File: src/rtl/fe_bf2_seq_pkg.sv
// Shared types and helpers for the SDF front-end frame sequencer.
// Holds the sequencer state encoding, the beats-per-frame helper and the
// gap counter width.
package fe_bf2_seq_pkg;

    typedef enum logic [1:0] {
        ST_IDLE  = 2'd0,
        ST_RUN   = 2'd1,
        ST_WAIT  = 2'd2,
        ST_FLUSH = 2'd3
    } fe_bf2_seq_state_t;

    // Width of the idle-gap counter; TMO must fit in it.
    localparam int NBW_GAP = 8;

    // Beats per frame: two complex samples travel per beat.
    function automatic int npair(input int nfft_log2);
        return 1 << (nfft_log2 - 1);
    endfunction

endpackage

File: src/rtl/fe_bf2_seq_gap.sv
// Saturating idle-gap counter for the frame sequencer flush timeout.
// Latency: count is registered; tc is combinational ("next count reaches TMO").
// Backpressure: none; clr wins over inc.
// Ports: clk, rst_async_n, clr (restart from 0), inc (one idle cycle), tc (terminal count).
module fe_bf2_seq_gap
    import fe_bf2_seq_pkg::*;
#(
    parameter int TMO = 16
) (
    input  logic clk,
    input  logic rst_async_n,
    input  logic clr,
    input  logic inc,
    output logic tc
);

    localparam logic [NBW_GAP-1:0] TMO_V = NBW_GAP'(TMO);

    logic [NBW_GAP-1:0] gap_q;

    always_ff @(posedge clk or negedge rst_async_n) begin
        if (!rst_async_n) begin
            gap_q <= '0;
        end else if (clr) begin
            gap_q <= '0;
        end else if (inc && (gap_q != TMO_V)) begin
            gap_q <= gap_q + NBW_GAP'(1);
        end
    end

    // Flag the cycle whose increment would land on TMO, so the caller can
    // switch state on the same edge the count saturates.
    assign tc = inc & ~clr & (gap_q >= (TMO_V - NBW_GAP'(1)));

endmodule

File: src/rtl/fe_bf2_seq.sv
// Frame sequencer for the radix-2 SDF chain: frames beats, emits per-beat index, flushes the tail.
// Latency: 1 cycle from accepted beat to registered outputs; o_ready decoded from state only.
// Backpressure: o_ready low only while flush beats are injected (FE_BF2_SEQ_FLUSH_EN builds flush).
// Ports: clk, rst_async_n, i_enable/i_valid/i_sof in; o_ready, o_valid_dp, o_flush, o_count,
//        o_sof, o_eof, o_busy, o_err_sof, o_err_sync out.
module fe_bf2_seq
    import fe_bf2_seq_pkg::*;
#(
    parameter int NFFT_LOG2 = 6,
    parameter int TMO       = 16
) (
    input  logic                 clk,
    input  logic                 rst_async_n,
    input  logic                 i_enable,
    input  logic                 i_valid,
    input  logic                 i_sof,
    output logic                 o_ready,
    output logic                 o_valid_dp,
    output logic                 o_flush,
    output logic [NFFT_LOG2-2:0] o_count,
    output logic                 o_sof,
    output logic                 o_eof,
    output logic                 o_busy,
    output logic                 o_err_sof,
    output logic                 o_err_sync
);

    localparam int NBC   = NFFT_LOG2 - 1;
    localparam int NPAIR = npair(NFFT_LOG2);
    localparam logic [NBC-1:0] IDX_LAST = NBC'(NPAIR - 1);
    localparam logic [NBC-1:0] IDX_ONE  = NBC'(1);

    fe_bf2_seq_state_t state_q;
    logic [NBC-1:0]    idx_q;      // index of the next beat to be emitted
    logic              beat;

    assign beat = i_valid & o_ready;

`ifdef FE_BF2_SEQ_FLUSH_EN
    logic gap_tc;

    assign o_ready = (state_q != ST_FLUSH);

    fe_bf2_seq_gap #(
        .TMO (TMO)
    ) u_gap (
        .clk         (clk),
        .rst_async_n (rst_async_n),
        .clr         (beat | (state_q != ST_WAIT)),
        .inc         ((state_q == ST_WAIT) & ~beat),
        .tc          (gap_tc)
    );
`else
    assign o_ready = 1'b1;
`endif

    always_ff @(posedge clk or negedge rst_async_n) begin
        if (!rst_async_n) begin
            state_q    <= ST_IDLE;
            idx_q      <= '0;
            o_valid_dp <= 1'b0;
            o_flush    <= 1'b0;
            o_count    <= '0;
            o_sof      <= 1'b0;
            o_eof      <= 1'b0;
            o_busy     <= 1'b0;
            o_err_sof  <= 1'b0;
            o_err_sync <= 1'b0;
        end else begin
            // Per-beat flags are single-cycle unless set below.
            o_valid_dp <= 1'b0;
            o_flush    <= 1'b0;
            o_sof      <= 1'b0;
            o_eof      <= 1'b0;
            o_err_sof  <= 1'b0;
            o_err_sync <= 1'b0;

            case (state_q)
                ST_IDLE, ST_WAIT: begin
                    if (beat) begin
                        if (i_sof && i_enable) begin
                            state_q    <= ST_RUN;
                            o_busy     <= 1'b1;
                            o_valid_dp <= 1'b1;
                            o_sof      <= 1'b1;
                            o_count    <= '0;
                            idx_q      <= IDX_ONE;
                        end else if (!i_sof) begin
                            o_err_sync <= 1'b1;
                        end
                        // SOF with i_enable low is dropped without error.
                    end
`ifdef FE_BF2_SEQ_FLUSH_EN
                    else if (gap_tc) begin
                        // idx_q wrapped to 0 at end of frame, so flush starts at index 0.
                        state_q <= ST_FLUSH;
                    end
`endif
                end

                ST_RUN: begin
                    if (beat) begin
                        o_valid_dp <= 1'b1;
                        if (i_sof) begin
                            // Mid-frame SOF: report it and realign on this beat.
                            o_err_sof <= 1'b1;
                            o_sof     <= 1'b1;
                            o_count   <= '0;
                            idx_q     <= IDX_ONE;
                        end else begin
                            o_count <= idx_q;
                            idx_q   <= idx_q + IDX_ONE;
                            if (idx_q == IDX_LAST) begin
                                o_eof   <= 1'b1;
                                state_q <= ST_WAIT;
                            end
                        end
                    end
                end

`ifdef FE_BF2_SEQ_FLUSH_EN
                ST_FLUSH: begin
                    o_valid_dp <= 1'b1;
                    o_flush    <= 1'b1;
                    o_count    <= idx_q;
                    idx_q      <= idx_q + IDX_ONE;
                    if (idx_q == IDX_LAST) begin
                        state_q <= ST_IDLE;
                        o_busy  <= 1'b0;
                    end
                    // o_ready is low here, so any offered beat is lost.
                    if (i_valid) begin
                        o_err_sync <= 1'b1;
                    end
                end
`endif

                default: begin
                    state_q <= ST_IDLE;
                    o_busy  <= 1'b0;
                    idx_q   <= '0;
                end
            endcase
        end
    end

endmodule

File: config.mk
export PLATFORM = sky130hd
export DESIGN_NAME = fe_bf2_seq
export DESIGN_NICKNAME = d
export VERILOG_FILES = /design/src/rtl/fe_bf2_seq_pkg.sv /design/src/rtl/fe_bf2_seq_gap.sv /design/src/rtl/fe_bf2_seq.sv
export SDC_FILE = /design/constraint.sdc
export NUM_CORES = 1
export LEC_CHECK = 0
export ABC_AREA = 1
export CORE_MARGIN = 2
export CORE_UTILIZATION = 48
export DETAILED_ROUTE_END_ITERATION = 8
export PLACE_DENSITY_LB_ADDON = 0.12
export SLEW_MARGIN = 20
export SYNTH_ARGS = -nofsm -noshare
export SYNTH_HDL_FRONTEND = slang
export SYNTH_SLANG_ARGS = --single-unit
File: constraint.sdc
create_clock -name clk -period 1.6 [get_ports clk]
set_clock_uncertainty 0.15 [all_clocks]
set_input_delay 0.32 -clock clk [delete_from_list [all_inputs] [get_ports clk]]
set_output_delay 0.32 -clock clk [all_outputs]
set_load 0.01 [all_outputs]
==> metrics.yaml <==
cts_tree: "yes"
remaining_drc_errors: 0
route.vias.total: 682
final.fill_count: 152
regToRegSetupSlack_ps: 90
combinational_family_with_the_most_area_after_synthesis: "simple AND/OR/NAND/NOR gates"
synth_simple_gate_area_share: 0.250
cellLeakagePower_nw: 0.592
synth_compound_gate_area_share: 0.0835
post_cts_hold_buffers: 0
clock_root_cell: "clkbuf_4"
areaGrowthSynthToFinish_pct: 27.7
insertedDiodeCount: 0
design.die.area_um2: 2130
antenna_violations_before_repair: 0
post-synth-top-area-cell: "dfrtp_1"
post_synthesis_cell_area_um2: 855
clkLatencyLatePin_ps: 290
final_instance_count_without_filler_cells: 147
grt_usage: 0.160
postRouteWirelength_um: 1540
max-clock-path-buffers: 2
global_route_wire_length_before_repair_um: 2370
ys.flop_type: "dfrtp_1"
clock_sinks: 18
post_route_cells_drive_above_1_share: 0.213
cp-end-kind: "register"
grt_setup_unrepaired: "false"
number_of_buffer_and_inverter_stages_on_the_critical_path: 1
ys_top_cells_by_area: "dfrtp_1 53%, nand2_1 16%, inv_1 5.3%"
crit_slowest_cell: "dfrtp_1"
yosys.area_share.adder: 0.0293
clock_transition_at_the_register_clock_pins_on_the_worst_setup_and_hold_paths_after_cts_ps: 100
top_cell_by_count_worst_path: "nand2_1"
outcome: "finished clean"
reg2reg_from: "idx_q[0]$_DFFE_PN0P_"
initial_core_util: 0.500
synthArstFlopShare: 1.00
startpoint_kind_of_the_worst_setup_timing_path: "register"
dp_cells: 139
critical-path-top-delay-family: "flip-flops"
yosys.cell_count.top_type: "nand2_1"
synth_seq_cells: 18
routed_length_per_placed_instance_um: 10.5
chipWidth_um: 46.2
port_buffers: 15
finalCoreUtilization: 0.639
min_period_ps: 1510
worst-endpoint-required_ps: 1630
synth_cells: 99
crit_fanout: 2
period_share: 0.941
grt_overflow: 0
max_clock_freq_mhz: 664
yosysWarningCount: 0
syn-mean-instance-area_um2: 8.63
critical_path_arrival_ps: 1540
synth.lib_cells_used.distinct: 18
report.final.slew_viol_count: 0
die-height_um: 46.2
core-area_um2: 1710
drtPass1Iterations: 6
r2r-end: "state_q[0]$_DFFE_PN0P_"
netlist.area_leader.share: 0.527
worstSetupStartpoint: "idx_q[0]$_DFFE_PN0P_"
synth-xor-area-share: 0
worstPathCellList: "ha_2 > nand2_2 > nor2_2 > ha_2 > inv_1 > o21ai_1 > nand2_1 > nand2_1 > nand2_1"
ff2ff_path_depth: 9
first_iter_violations: 8
netlist_top_cells_count: "36 x nand2_1, 18 x dfrtp_1, 12 x inv_1, 5 x nor2_1, 5 x o21ai_2"
drt.antenna.violating_nets: 0
globalplace.congestion: 0.853
grt_pass1_vias: 556
timing.final.ws_setup_ps: 94.3
cts.htree.levels: 1
max_cap_viol_count: 0
floorplan.rows: 15
grt_start_max_net_pins: 19
timing.setup.critical_path_class: "reg2reg"
cts_buffers: 3
syn_nets: 106
yosysSeqAreaShare: 0.527
detailedPlace.worstSlack_ps: -93.1
critical_path_cell_count: 9
final_hold_viol_count: 0
dp.final_hpwl_um: 1060
max_stage_delay_ps: 370
power.density_cell_area_nw_per_um2: 1150
worstSetupEndpoint: "state_q[0]$_DFFE_PN0P_"
synth.area.mux_share: 0
worst_hold_path_type: "in2async"
num_io_pins: 18
power.ir.vdd_worst_v: 0.000684
number_of_enable_flip_flop_cells_after_synthesis: 0
setup_viol: 0
nNetsFinal: 130
viasPerCell: 4.64
==> registers in the layout (all words and copies together), names as in the netlist <==
register,cells
o_busy,1
o_err_sync,1
o_count,5
idx_q,5
o_eof,1
o_sof,1
o_valid_dp,1
state_q,2
o_err_sof,1
==> how the worst min path moves through the flow <==
| stage | from | end | slack, ps | cells past startpoint |
|---|---|---|---|---|
| 6_report | rst_async_n | o_count[1]$_DFFE_PN0P_ | 190 | 2 |
| 5_1_grt | rst_async_n | o_sof$_DFF_PN0_ | 210 | 2 |
| 4_1_cts | rst_async_n | o_count[0]$_DFFE_PN0P_ | 200 | 2 |
| 3_5_place_dp | o_count[0]$_DFFE_PN0P_ | o_count[0]$_DFFE_PN0P_ | 320 | 2 |
| 3_3_place_gp | o_busy$_DFFE_PN0P_ | o_busy$_DFFE_PN0P_ | 310 | 2 |
| 2_1_floorplan | rst_async_n | idx_q[0]$_DFFE_PN0P_ | -130 | 0 |
==> layer usage <==
| metal | share of wire | track usage |
|---|---|---|
| met5 | 0 | 0 |
| met4 | 0.016 | 0.0686 |
| met3 | 0.051 | 0.0392 |
| met2 | 0.46 | 0.250 |
| met1 | 0.47 | 0.208 |
==> power breakdown <==
group / switching (mW) / leakage, nW / internal (mW)
Clock: 0.137 / 0.0210 / 0.139
Sequential: 0.0472 / 0.238 / 0.528
Combinational: 0.234 / 0.332 / 0.172
Total: 0.418 / 0.592 / 0.838
==> stage by stage <==
step	setup TNS [ps]	power, mW	instance area [um^2]	hold WS, ps
2_1_floorplan	0	0.834	855	-126
3_3_place_gp	-583	0.964	1030	313
3_5_place_dp	-653	0.966	1030	319
4_1_cts	0	1.22	1050	198
5_1_grt	0	1.34	1090	208
6_report	0	1.26	1090	192
==> what timing repair did <==
action | in CTS | in global routing
setup buffers | 0 | 4
setup endpoints to repair | 11 | 2
endpoints found under the hold margin | 0 | 0
gates resized for setup | 11 | 5
pin swaps | 0 | 3
==> cell usage in the layout, fill, tap and decap left out <==
cell              n
buf_4             8
clkbuf_4          3
clkbuf_8          1
clkdlybuf4s50_1   4
conb_1            2
dfrtp_1          18
dlygate4sd2_1    11
ha_2              2
inv_1            12
inv_2             1
nand2_1          35
nand2_2           3
nand3_1           2
nand3_2           1
nand4_1           1
nor2_1            4
nor2_2            1
nor2_4            1
nor3_1            2
o21ai_0           3
o21ai_1           1
o21ai_2           5
o21bai_1          1
==> layout make-up <==
| type | instances | area (um^2) | share of cell area |
|---|---|---|---|
| repair buffers | 23 | 196 | 0.180 |
| multi-input cells | 64 | 328 | 0.300 |
| flip-flops and latches | 18 | 450 | 0.413 |
| inverters | 13 | 48.8 | 0.0447 |
| well taps | 25 | 31.3 | 0.0287 |
| clock buffers | 4 | 36.3 | 0.0333 |
==> cells by family after synthesis <==
logic type / after synthesis
buf+inv: 17
other cells: 2
flops: 18
fa+ha+maj: 2
simple gates: 50
compound gates: 10
Note: power is estimated with default switching activity, not from simulation.
